===== src/rtl/sy_pkg.sv =====
// ---------------------------------------------------------------------------
// sy_pkg
// Shared types for the D-cache request arbiter:
//   arb_src_e        requester identity (LSU / PTW)
//   dcache_req_t     request payload presented to the D-cache
//   dcache_rsp_t     response payload returned by the D-cache
//   arb_entry_t      in-flight tracking entry {src, kill}
//   DCACHE_ARB_OUTST default number of outstanding D-cache requests
// ---------------------------------------------------------------------------
package sy_pkg;

    localparam int unsigned DCACHE_ARB_OUTST = 4;

    typedef enum logic {
        ARB_SRC_LSU = 1'b0,
        ARB_SRC_PTW = 1'b1
    } arb_src_e;

    typedef struct packed {
        logic [15:0] addr;
        logic        we;
        logic [31:0] wdata;
        logic [3:0]  be;
    } dcache_req_t;

    typedef struct packed {
        logic [31:0] rdata;
        logic        err;
    } dcache_rsp_t;

    typedef struct packed {
        arb_src_e src;
        logic     kill;
    } arb_entry_t;

    function automatic arb_src_e other_src(input arb_src_e s);
        return (s == ARB_SRC_LSU) ? ARB_SRC_PTW : ARB_SRC_LSU;
    endfunction

endpackage


===== src/rtl/sy_ppl_dcache_arb_fifo.sv =====
// ---------------------------------------------------------------------------
// sy_ppl_dcache_arb_fifo
// In-order tracker of requests outstanding at the D-cache. Each entry records
// which requester issued it and whether its response must be dropped.
// Ports:
//   clk_i, rst_i       clock, asynchronous active-high reset
//   push_i/push_ent_i  enqueue an entry (caller guarantees not full)
//   pop_i              dequeue the head (caller guarantees not empty)
//   kill_vld_i/src_i   mark every entry of kill_src_i as killed, including
//                      one pushed and the head seen in this same cycle
//   head_o             head entry, with this cycle's kill already applied
//   full_o, empty_o    occupancy flags
// ---------------------------------------------------------------------------
module sy_ppl_dcache_arb_fifo
    import sy_pkg::*;
#(
    parameter int unsigned DEPTH = DCACHE_ARB_OUTST
) (
    input  logic       clk_i,
    input  logic       rst_i,
    input  logic       push_i,
    input  arb_entry_t push_ent_i,
    input  logic       pop_i,
    input  logic       kill_vld_i,
    input  arb_src_e   kill_src_i,
    output arb_entry_t head_o,
    output logic       full_o,
    output logic       empty_o
);

    localparam int unsigned PTR_W = $clog2(DEPTH);

    logic [PTR_W-1:0] wr_ptr_q, wr_ptr_d;
    logic [PTR_W-1:0] rd_ptr_q, rd_ptr_d;
    logic [PTR_W:0]   cnt_q, cnt_d;
    arb_entry_t       mem_q [DEPTH];
    arb_entry_t       mem_d [DEPTH];

    always_comb begin
        // NOTE: every comb output gets a default first so no path infers a latch.
        mem_d = mem_q;
        for (int i = 0; i < int'(DEPTH); i++) begin
            if (kill_vld_i && mem_q[i].src == kill_src_i) begin
                mem_d[i].kill = 1'b1;
            end
        end
        if (push_i) begin
            mem_d[wr_ptr_q]      = push_ent_i;
            mem_d[wr_ptr_q].kill = push_ent_i.kill
                                 | (kill_vld_i && push_ent_i.src == kill_src_i);
        end
        // Pointers are PTR_W bits wide, so they wrap modulo DEPTH for free.
        wr_ptr_d = wr_ptr_q + PTR_W'(push_i);
        rd_ptr_d = rd_ptr_q + PTR_W'(pop_i);
        cnt_d    = cnt_q + (PTR_W+1)'(push_i) - (PTR_W+1)'(pop_i);
    end

    always_comb begin
        head_o      = mem_q[rd_ptr_q];
        head_o.kill = mem_q[rd_ptr_q].kill
                    | (kill_vld_i && mem_q[rd_ptr_q].src == kill_src_i);
    end

    assign full_o  = (cnt_q == (PTR_W+1)'(DEPTH));
    assign empty_o = (cnt_q == '0);

    // NOTE: state flops use non-blocking assignments so every flop samples
    // the pre-edge value of every other flop.
    always_ff @(posedge clk_i or posedge rst_i) begin
        if (rst_i) begin
            wr_ptr_q <= '0;
            rd_ptr_q <= '0;
            cnt_q    <= '0;
        end else begin
            wr_ptr_q <= wr_ptr_d;
            rd_ptr_q <= rd_ptr_d;
            cnt_q    <= cnt_d;
        end
    end

    // NOTE: entry storage is not reset; cnt_q alone defines which entries are
    // live, so stale contents are never observed.
    always_ff @(posedge clk_i) begin
        mem_q <= mem_d;
    end

endmodule


===== src/rtl/sy_ppl_dcache_arb.sv =====
// ---------------------------------------------------------------------------
// sy_ppl_dcache_arb
// Round-robin arbiter between the LSU and the PTW for a single D-cache port,
// with grant/payload hold while the cache stalls, in-order response routing,
// flush-based dropping of LSU responses and a sticky protocol error flag.
// Ports:
//   clk_i, rst_i                         clock, async active-high reset
//   flush_i                              pipeline flush (kills LSU traffic)
//   lsu_arb__* / arb_lsu__rdy_o          LSU request channel
//   ptw_arb__* / arb_ptw__rdy_o          PTW request channel
//   arb_dcache__* / dcache_arb__rdy_i    request channel to the D-cache
//   dcache_arb__rsp_*                    in-order responses from the D-cache
//   arb_lsu__rsp_vld_o, arb_ptw__rsp_vld_o, arb_rsp_o  routed response
//   arb__idle_o                          nothing in flight
//   arb__err_o                           response seen with nothing in flight
// ---------------------------------------------------------------------------
module sy_ppl_dcache_arb
    import sy_pkg::*;
#(
    parameter int unsigned OUTST_DEPTH = DCACHE_ARB_OUTST
) (
    input  logic        clk_i,
    input  logic        rst_i,
    input  logic        flush_i,
    input  logic        lsu_arb__vld_i,
    output logic        arb_lsu__rdy_o,
    input  dcache_req_t lsu_arb__req_i,
    input  logic        ptw_arb__vld_i,
    output logic        arb_ptw__rdy_o,
    input  dcache_req_t ptw_arb__req_i,
    output logic        arb_dcache__vld_o,
    input  logic        dcache_arb__rdy_i,
    output dcache_req_t arb_dcache__req_o,
    input  logic        dcache_arb__rsp_vld_i,
    input  dcache_rsp_t dcache_arb__rsp_i,
    output logic        arb_lsu__rsp_vld_o,
    output logic        arb_ptw__rsp_vld_o,
    output dcache_rsp_t arb_rsp_o,
    output logic        arb__idle_o,
    output logic        arb__err_o
);

    arb_src_e    ptr_q, ptr_d;
    logic        hold_vld_q, hold_vld_d;
    arb_src_e    hold_src_q, hold_src_d;
    dcache_req_t hold_req_q, hold_req_d;
    logic        err_q, err_d;

    logic        hold_act;
    arb_src_e    gnt_src;
    logic        gnt_vld;
    dcache_req_t gnt_req;
    logic        issue, hs, pop, fwd;
    logic        fifo_full, fifo_empty;
    arb_entry_t  head;

    always_comb begin
        // A flush releases a stalled LSU grant in the same cycle.
        hold_act = hold_vld_q && !(flush_i && hold_src_q == ARB_SRC_LSU);

        if (hold_act)                              gnt_src = hold_src_q;
        else if (lsu_arb__vld_i && ptw_arb__vld_i) gnt_src = ptr_q;
        else if (ptw_arb__vld_i)                   gnt_src = ARB_SRC_PTW;
        else                                       gnt_src = ARB_SRC_LSU;

        gnt_vld = (gnt_src == ARB_SRC_LSU) ? lsu_arb__vld_i : ptw_arb__vld_i;
        gnt_req = hold_act ? hold_req_q
                : (gnt_src == ARB_SRC_LSU) ? lsu_arb__req_i : ptw_arb__req_i;

        // Full is taken from registered occupancy: a pop this cycle does not
        // open a slot until the next one.
        issue = gnt_vld && !fifo_full && !rst_i;
        hs    = issue && dcache_arb__rdy_i;
        pop   = dcache_arb__rsp_vld_i && !fifo_empty;
        fwd   = pop && !head.kill;

        hold_vld_d = hold_vld_q;
        hold_src_d = hold_src_q;
        hold_req_d = hold_req_q;
        if (hold_act) begin
            hold_vld_d = !hs;
        end else begin
            hold_vld_d = issue && !hs;
            hold_src_d = gnt_src;
            hold_req_d = gnt_req;
        end

        ptr_d = hs ? other_src(gnt_src) : ptr_q;
        err_d = err_q | (dcache_arb__rsp_vld_i && fifo_empty);
    end

    sy_ppl_dcache_arb_fifo #(
        .DEPTH (OUTST_DEPTH)
    ) u_fifo (
        .clk_i      (clk_i),
        .rst_i      (rst_i),
        .push_i     (hs),
        .push_ent_i ('{src: gnt_src, kill: 1'b0}),
        .pop_i      (pop),
        .kill_vld_i (flush_i),
        .kill_src_i (ARB_SRC_LSU),
        .head_o     (head),
        .full_o     (fifo_full),
        .empty_o    (fifo_empty)
    );

    assign arb_dcache__vld_o  = issue;
    assign arb_dcache__req_o  = issue ? gnt_req : '0;
    assign arb_lsu__rdy_o     = !rst_i && gnt_src == ARB_SRC_LSU && dcache_arb__rdy_i && !fifo_full;
    assign arb_ptw__rdy_o     = !rst_i && gnt_src == ARB_SRC_PTW && dcache_arb__rdy_i && !fifo_full;
    assign arb_lsu__rsp_vld_o = fwd && head.src == ARB_SRC_LSU;
    assign arb_ptw__rsp_vld_o = fwd && head.src == ARB_SRC_PTW;
    assign arb_rsp_o          = fwd ? dcache_arb__rsp_i : '0;
    assign arb__idle_o        = fifo_empty;
    assign arb__err_o         = err_q;

    always_ff @(posedge clk_i or posedge rst_i) begin
        if (rst_i) begin
            ptr_q      <= ARB_SRC_LSU;
            hold_vld_q <= 1'b0;
            hold_src_q <= ARB_SRC_LSU;
            hold_req_q <= '0;
            err_q      <= 1'b0;
        end else begin
            ptr_q      <= ptr_d;
            hold_vld_q <= hold_vld_d;
            hold_src_q <= hold_src_d;
            hold_req_q <= hold_req_d;
            err_q      <= err_d;
        end
    end

endmodule


===== config.mk =====
export PLATFORM = sky130hd
export DESIGN_NAME = sy_ppl_dcache_arb
export DESIGN_NICKNAME = d
export VERILOG_FILES = /design/src/rtl/sy_pkg.sv /design/src/rtl/sy_ppl_dcache_arb_fifo.sv /design/src/rtl/sy_ppl_dcache_arb.sv
export SDC_FILE = /design/constraint.sdc
export NUM_CORES = 1
export LEC_CHECK = 0
export BUFFER_PORTS_ARGS = -buffer_cell sky130_fd_sc_hd__buf_4
export CAP_MARGIN = 20
export CORE_MARGIN = 2
export CORE_UTILIZATION = 49
export DETAILED_ROUTE_END_ITERATION = 12
export PLACE_DENSITY = 0.95
export SETUP_SLACK_MARGIN = 0.3
export SLEW_MARGIN = 20
export SYNTH_ARGS = -nofsm -noshare
export SYNTH_HDL_FRONTEND = slang
export SYNTH_SLANG_ARGS = --single-unit

===== constraint.sdc =====
create_clock -name clk_i -period 8.28 [get_ports clk_i]
set_input_delay 0.828 -clock clk_i [delete_from_list [all_inputs] [get_ports clk_i]]
set_output_delay 0.828 -clock clk_i [all_outputs]
set_load 0.02 [all_outputs]

==> Word-level counts from Yosys, hierarchy flattened <==
Index checks and enable logic that the tools add are counted.
{ "word_totals": {"regBits": 72, "inputBits": 146, "output_inout_bits": 93, "elab_cells": 94} }
{ "op_classes": {"add_sub_neg": 4, "magnitude_cmp": 3, "eq_ne": 1, "mux": 24, "bitwise": 11, "n_reduce_logical": 32} }
{ "ops": {"columns": ["op", "count"], "rows": [
  ["$mux 53", 3],
  ["$mux 33", 1],
  ["$logic_and 1x1->1", 25],
  ["$bwmux 8", 2],
  ["$mux 1", 11],
  ["$demux 2 s2", 2],
  ["$mux 7", 1],
  ["$not 1->1", 7],
  ["$ge 3x3->1 const B", 2],
  ["$logic_not 1->1", 6],
  ["$mux 2", 3],
  ["$not 2->3", 2],
  ["$add 2x1->2", 2],
  ["$bmux 2 s2", 1],
  ["$add 3x1->3", 1],
  ["$eq 3x3->1 const B", 1],
  ["$logic_not 3->1", 1],
  ["$lt 3x1->1 const B", 1],
  ["$sub 3x1->3", 1],
  ["$or 1x1->1", 2]
]} }

==> Longest topological paths before layout <==
Gate-level depths: netlist of the first run.
{ "logic_depth": {"depth_word": 12, "depth_mapped": 10, "mapped_depth_nobuf": 9} }

==> Modules after synthesis <==
Synthesis of the first run repeated with hierarchy kept, for this count alone.
{ "hier_totals": {"hier_cells": 418, "area_unflattened_um2": 4156.5} }
{ "by_module_without_submodules": {"columns": ["mod", "instances", "cells_each", "area_each_um2", "seq_area_each_um2"], "rows": [
  ["sy_ppl_dcache_arb", 1, 363, 3444.6, 1426.4],
  ["sy_ppl_dcache_arb_fifo", 1, 55, 711.9, 375.4]
]} }

==> Worst setup path after synthesis of the first run <==
No wires, ideal clock.
{ "synth_path": {"kind": "input port to output port", "from": "input port rst_i", "to": "output port arb_dcache__req_o[43] (netlist bit)", "t_arrival_ns": 3.307, "required_time_ns": 7.452, "path_slack_ns": 4.145, "cell_stages": 4, "path_cell_list": "inv_1 o2111a_1 clkbuf_1 and2_1"} }
{ "synth_rtl": {"columns": ["item", "line", "source"], "rows": [
  ["from (decl)", "sy_ppl_dcache_arb.sv:23", "input logic rst_i,"],
  ["to (decl)", "sy_ppl_dcache_arb.sv:33", "output dcache_req_t arb_dcache__req_o,"]
]} }

==> summary.txt, run 1 <==
Synthesis
  • Main synth FF type: dfrtp_1
  • EDFF count, synth: 4
  • Number of synthesized register bits: 72
  • Post-Syn Instances: 470
  • Average size of a mapped cell: 9.147 um^2
  • Netlist Area Pre-Place: 4299 um^2
  • Syn nets: 621
  • Synth async-reset ratio: 0.8889
  • Syn. warnings: 0
  • Sequential share of the synthesized area: 0.4191
  • Yosys cell types: 42

STA
  • Slew Limit Headroom: 0.3199
  • Min Tclk post-route: 4.236 ns
  • Final setup fails: 0
  • Slew @ Worst Pin: 1.019 ns
  • Final Slew Violations: 0
  • RSZ-0062 raised after global routing: false
  • Clock Skew: 0.01235 ns
  • Fin crit share: 0.5117
  • Setup TNS: 0 ns
  • Final hold vios: 0
  • Maximum clock frequency: 0.2360 GHz

Worst setup path
  • Critical Path Sink Type: output pin
  • Setup CP Type: in2out
  • Worst path required time: 7.45 ns
  • Crit path arrival time: 3.41 ns
  • Worst-path fanout max: 30
  • Worst Setup Start Kind: primary input

Final layout
  • Layout cells sized above 1: 0.3788
  • Nets: 843
  • Number of diodes: 0
  • Area Growth Syn to Fin: 45.95%
  • Final Instance Area: 6275 um^2

Routing
  • Post-DRT Antenna Nets: 0
  • Avg WL per Cell: 16.34 um
  • Vias: 4217
  • Residual DRC: 0
  • Routed WL: 13150 um
  • Drt pass-1 iters: 4
  • Iter 0 DRT Violations: 163
  • Vias per cell: 5.239

Placement
  • DP Area: 6097 um^2
  • Gpl congestion: 0.8874
  • Port Buffers: 238
  • Post-DP HPWL: 9749 um

GRT
  • Pin count of the biggest net entering global routing: 66
  • Grt ovf: 0
  • Gr usage total: 0.2736
  • First-pass GRT wire length: 20870 um
  • Initial antenna violation count: 0
  • Vias in the first global route: 4335

Hold path
  • Hold Crit Class: reg2reg

Power and ir drop
  • Max IR drop VDD: 179.4 uV
  • Pwr Density: 277.4 nW/um^2
  • Pleak: 3.353 nW

CTS
  • Clk Latency, worst-skew pair: 0.34 ns
  • CTS H-Tree Depth: 3
  • Longest Clk Path Bufs: 2
  • PostCTS Resize Cnt: 0
  • Inserted Clock Buffers: 9
  • Root Buffer: clkbuf_8
  • Clock sinks: 72
  • Clock slew at reported path FFs: 0.06 ns
  • Hold buffer count at cts: 0
  • Post-CTS Setup Inserts: 0
  • CTS tree: done

Floorplan
  • Die height: 97.67 um
  • Core area: 8593 um^2
  • Total die area: 9539 um^2
  • Die X-Extent: 97.67 um
  • Initial Utilization: 0.5003
  • # IOs: 239
  • Row Count: 34

Outcome
  • Run status: complete, no violations

Job
  • Max Cap Viol: 0
## layout by cell type (no fill, tap or decap), types with 2 or more instances in the layout
cell	Yosys	layout
and2_1	87	87
buf_4	0	242
clkbuf_1	17	3
clkbuf_8	0	9
clkinv_2	0	3
dfrtp_1	64	63
dfxtp_1	4	4
edfxtp_1	4	4
ha_1	4	4
inv_1	116	115
nand2_1	4	4
nand2b_1	5	5
nand3b_1	53	53
nor2_1	5	5
nor2b_1	6	6
nor3_1	2	2
o221ai_1	53	53
o22ai_1	3	3
o31ai_1	3	3
xnor2_1	2	2
xor2_1	2	2
## flip-flops by register name, summed over array words and instances, names as in the netlist, named ones only
signal           flops
ptr_q                1
hold_req_q          53
u_fifo.mem_q         4
u_fifo.wr_ptr_q      2
arb__err_o           1
u_fifo.rd_ptr_q      2
hold_vld_q           1
hold_src_q           1
u_fifo.cnt_q         3
## final cells by class
cell class                      count  area [um^2]
Timing Repair Buffer              243         1837
Clock buffer                       12        135.1
Multi-Input combinational cell    250         1907
Sequential cell                    72         1803
Clock inverter                      4        22.52
Fill cell                         622         2318
Tap cell                          108        135.1
Inverter                          116        435.4
## worst max-delay path: stages
cell and delay (ns):
buf_4 0.15, and2b_1 0.44, buf_4 0.36, o211ai_4 0.63
buf_4 0.43, o221ai_1 0.19, and2_1 0.20, buf_4 0.16
## cells in the mapped netlist, types with 5 or more instances
master	count	area [um^2]
and2_1	87	544.3
nor2b_1	6	37.54
nor2_1	5	18.77
o221ai_1	53	464.2
clkbuf_1	17	63.81
inv_1	116	435.4
buf_2	10	50.05
nand3b_1	53	397.9
dfrtp_1	64	1602
nand2b_1	5	31.28
## where the power goes
| part | internal, mW | switching [mW] |
|---|---|---|
| Clock | 0.108 | 0.125 |
| Sequential | 0.523 | 0.112 |
| Combinational | 0.398 | 0.476 |
| Total | 1.03 | 0.713 |
## through the flow
stage	util	hold WS [ns]	setup WS [ns]	total power [mW]	instances
6_report	0.7302	0.4672	4.044	1.741	805
5_1_grt	0.7302	0.4922	3.847	1.863	805
4_1_cts	0.7279	0.4660	3.985	1.742	804
3_5_place_dp	0.7095	0.4512	4.011	1.502	788
3_3_place_gp	0.7095	0.4513	4.092	1.468	788
2_1_floorplan	-	0.4370	4.145	1.183	470
## metal layers
metal | global-route usage | part of all wire | routed length, um | vias to the layer above
met5 | 0 | 0 | 0 | -
met4 | 0.1261 | 0.031 | 411 | 0
met3 | 0.05827 | 0.067 | 876 | 34
met2 | 0.4912 | 0.53 | 7035 | 206
met1 | 0.3094 | 0.37 | 4829 | 1973
li1 | - | - | - | 2004
## final timing paths
path                            slack (ns)                     to       start  cells after the start
worst max register to register        4.96        u_fifo.cnt_q[1]  hold_vld_q                      7
max in group asynchronous             6.96             hold_vld_q       rst_i                      3
min in group asynchronous             0.76             hold_src_q       rst_i                      3
worst max-delay path                  4.04  arb_dcache__req_o[31]     flush_i                      8
worst min register to register        0.47             arb__err_o  arb__err_o                      1
worst min-delay path                  0.47             arb__err_o  arb__err_o                      1
## kinds of logic after synthesis
logic type | Yosys count | share of synthesized area
AOI/OAI and AO/OA | 72 | 0.1496
DFF | 72 | 0.4191
xor gates and xnor gates | 4 | 0.008150
buffers and inverters | 148 | 0.1394
and+or+nand+nor | 167 | 0.2561
adders and majority gates | 5 | 0.01630
muxes | 2 | 0.01135
(Power assumes the default switching activity.)
==> run 2, diff against run 1 <==
--- a/config.mk
+++ b/config.mk
@@ -8,9 +8,9 @@
 export BUFFER_PORTS_ARGS = -buffer_cell sky130_fd_sc_hd__buf_4
 export CAP_MARGIN = 20
 export CORE_MARGIN = 2
-export CORE_UTILIZATION = 49
+export CORE_UTILIZATION = 41
 export DETAILED_ROUTE_END_ITERATION = 12
-export PLACE_DENSITY = 0.95
+export PLACE_DENSITY = 0.9
 export SETUP_SLACK_MARGIN = 0.3
 export SLEW_MARGIN = 20
 export SYNTH_ARGS = -nofsm -noshare
==> constraint.sdc (replaced) <==
create_clock -name clk_i -period 3.8 [get_ports clk_i]
set_input_delay 0.38 -clock clk_i [delete_from_list [all_inputs] [get_ports clk_i]]
set_output_delay 0.38 -clock clk_i [all_outputs]
set_load 0.02 [all_outputs]
==> run 2 against run 1 <==
  * Power increased by 130%
  * Non-clock buffer count rose by 3
  * Count of clock-buffer cells in the layout down 2
  * Combinational power grew 130%
  * Sequential power is 110% higher
  * Highest routed layer unchanged
  * Critical endpoint is now arb_dcache__req_o[26]
  * Design area increased by 2.3%
  * Largest cell class unchanged
==> summary.txt, run 2 (same netlist as run 1, synthesis figures left out) <==
STA
  • Maximum clock frequency: 0.3116 GHz
  • Setup TNS: 0 ns (unchanged)
  • Final hold vios: 0 (unchanged)
  • Final setup fails: 0 (unchanged)
  • Final Worst Setup Slack: 0.5905 ns (-3.453 ns)
  • Clock Skew: 0.01699 ns (+0.004643 ns)
  • Min Tclk post-route: 3.209 ns
  • Fin crit share: 0.8446
  • Final Slew Violations: 0 (unchanged)
  • Slew Limit Headroom: 0.3651 (+0.04516)
  • RSZ-0062 raised after global routing: false
  • Slew @ Worst Pin: 0.9524 ns (-0.06671 ns)
  • Hold slack: 0.2640 ns (-0.2032 ns)

Final layout
  • Max reg flops: 53 (unchanged)
  • Final Instance Area: 6416 um^2 (+2.3%)
  • Commonest cells after routing, fill and taps aside: buf_4, inv_1, and2_1, dfrtp_1
  • Top reg by flops: hold_req_q
  • Leading cell type in the layout, fill and taps excluded: buf_4
  • Fillers: 831 (+34%)
  • Top flop regs: hold_req_q x53, u_fifo.mem_q x4, u_fifo.cnt_q x3
  • Area Growth Syn to Fin: 49.24%
  • Number of diodes: 0 (unchanged)
  • Nets: 847 (+0.47%)
  • Layout cells sized above 1: 0.3866 (+0.007824)

Floorplan
  • Initial Utilization: 0.4202 (-0.08009)
  • Row Count: 37 (+8.8%)
  • Die X-Extent: 106.4 um (+8.9%)
  • Total die area: 11320 um^2 (+19%)
  • Core area: 10230 um^2 (+19%)
  • # IOs: 239 (unchanged)
  • Die height: 106.4 um (+8.9%)

Placement
  • DP Area: 6155 um^2 (+0.94%)
  • Post-DP HPWL: 9943 um (+2.0%)
  • Gpl congestion: 0.8900 (+0.29%)
  • Port Buffers: 238 (unchanged)
  • Dpl ws: 0.5000 ns (-3.511 ns)

Routing
  • Drt pass-1 iters: 5 (+1)
  • Avg WL per Cell: 16.21 um (-0.81%)
  • Vias per cell: 5.116 (-2.3%)
  • Routed WL: 13560 um (+3.1%)
  • Iter 0 DRT Violations: 246 (+51%)
  • Residual DRC: 0 (unchanged)
  • Post-DRT Antenna Nets: 0 (unchanged)
  • Vias: 4282 (+1.5%)

CTS
  • CTS tree: done
  • Clock sinks: 72 (unchanged)
  • Root Buffer: clkbuf_8
  • Post-CTS Setup Inserts: 0 (unchanged)
  • Inserted Clock Buffers: 9 (unchanged)
  • Hold buffer count at cts: 0 (unchanged)
  • Clk Latency, worst-skew pair: 0.35 ns (about the same)
  • Longest Clk Path Bufs: 2 (unchanged)
  • CTS H-Tree Depth: 3 (unchanged)
  • Clock slew at reported path FFs: 0.07 ns (about the same)

Power and ir drop
  • Pwr Density: 626.2 nW/um^2 (+130%)
  • Pleak: 3.407 nW (+1.6%)
  • Total power: 4.018 mW (+130%)
  • Max IR drop VDD: 306.3 uV (+71%)

GRT
  • Initial antenna violation count: 0 (unchanged)
  • Pin count of the biggest net entering global routing: 66 (unchanged)
  • Gr usage total: 0.2311 (-0.04253)
  • First-pass GRT wire length: 20700 um (-0.82%)
  • Grt ovf: 0 (unchanged)
  • Vias in the first global route: 4230 (-2.4%)

Worst setup path
  • Worst Setup Start Kind: register
  • Critical Path Sink Type: output pin
  • Worst-path fanout max: 31 (+3.3%)
  • Worst path required time: 3.42 ns (-4.03 ns)
  • Crit path arrival time: 2.83 ns (-0.58 ns)
  • Setup CP Type: reg2out
  • Cells on worst reg2reg path: 9 (+2)

Hold path
  • Worst Hold Depth: 2 (+1)
  • Hold Crit Class: in2reg

Outcome
  • Run status: complete, no violations

Job
  • Max Cap Viol: 0 (unchanged)
==> run 2: repair_timing <==
action,CTS,global route
pin swaps,0,1
cloned,0,1
endpoints found under the setup margin,16,22
resized for setup,0,0
==> run 2: power breakdown <==
group          internal (mW)  switching (mW)  leakage, nW
Sequential              1.14           0.195        0.840
Combinational          0.882            1.10         2.45
Clock                  0.392           0.313        0.117
Total                   2.41            1.61         3.41
==> run 2: metrics by stage <==
stage | instances | utilization
4_1_cts | 835 | 0.6239
3_3_place_gp | 819 | 0.6016
6_report | 837 | 0.6271
5_1_grt | 837 | 0.6271
3_5_place_dp | 819 | 0.6016
2_1_floorplan | 470 | -
==> run 2: cell type report <==
cell class,count,area (um^2),share of cell area
timing repair buffer,246,1859,0.2898
multi-input combinational,251,1919,0.2991
tap,136,170.2,0.02652
clock inverter,6,91.34,0.01424
clock buffer,10,137.6,0.02145
sequential,72,1803,0.2810
inverter,116,435.4,0.06786
==> run 2: path summary, 6_finish.rpt <==
kind,from,to,slack (ns)
min in group asynchronous,rst_i,u_fifo.rd_ptr_q[1],0.31
worst min-delay path,dcache_arb__rsp_vld_i,arb__err_o,0.26
worst max-delay path,hold_src_q,arb_dcache__req_o[26],0.59
max in group asynchronous,rst_i,hold_vld_q,2.92
worst max register to register,u_fifo.cnt_q[1],u_fifo.cnt_q[2],1.32
worst min register to register,arb__err_o,arb__err_o,0.47
==> run 2: metal layers <==
layer	part of all wire	track usage	up-vias
li1	-	-	2014
met1	0.37	0.2570	2013
met2	0.53	0.4249	227
met3	0.079	0.05334	28
met4	0.026	0.08835	0
met5	0	0	-
==> run 2: critical path, cell delays in order, from the launching register on <==
cell,delay [ns]
dfrtp_1,0.41
and2b_1,0.83
o211ai_4,0.36
buf_4,0.31
o221ai_1,0.24
and2_1,0.18
buf_4,0.15
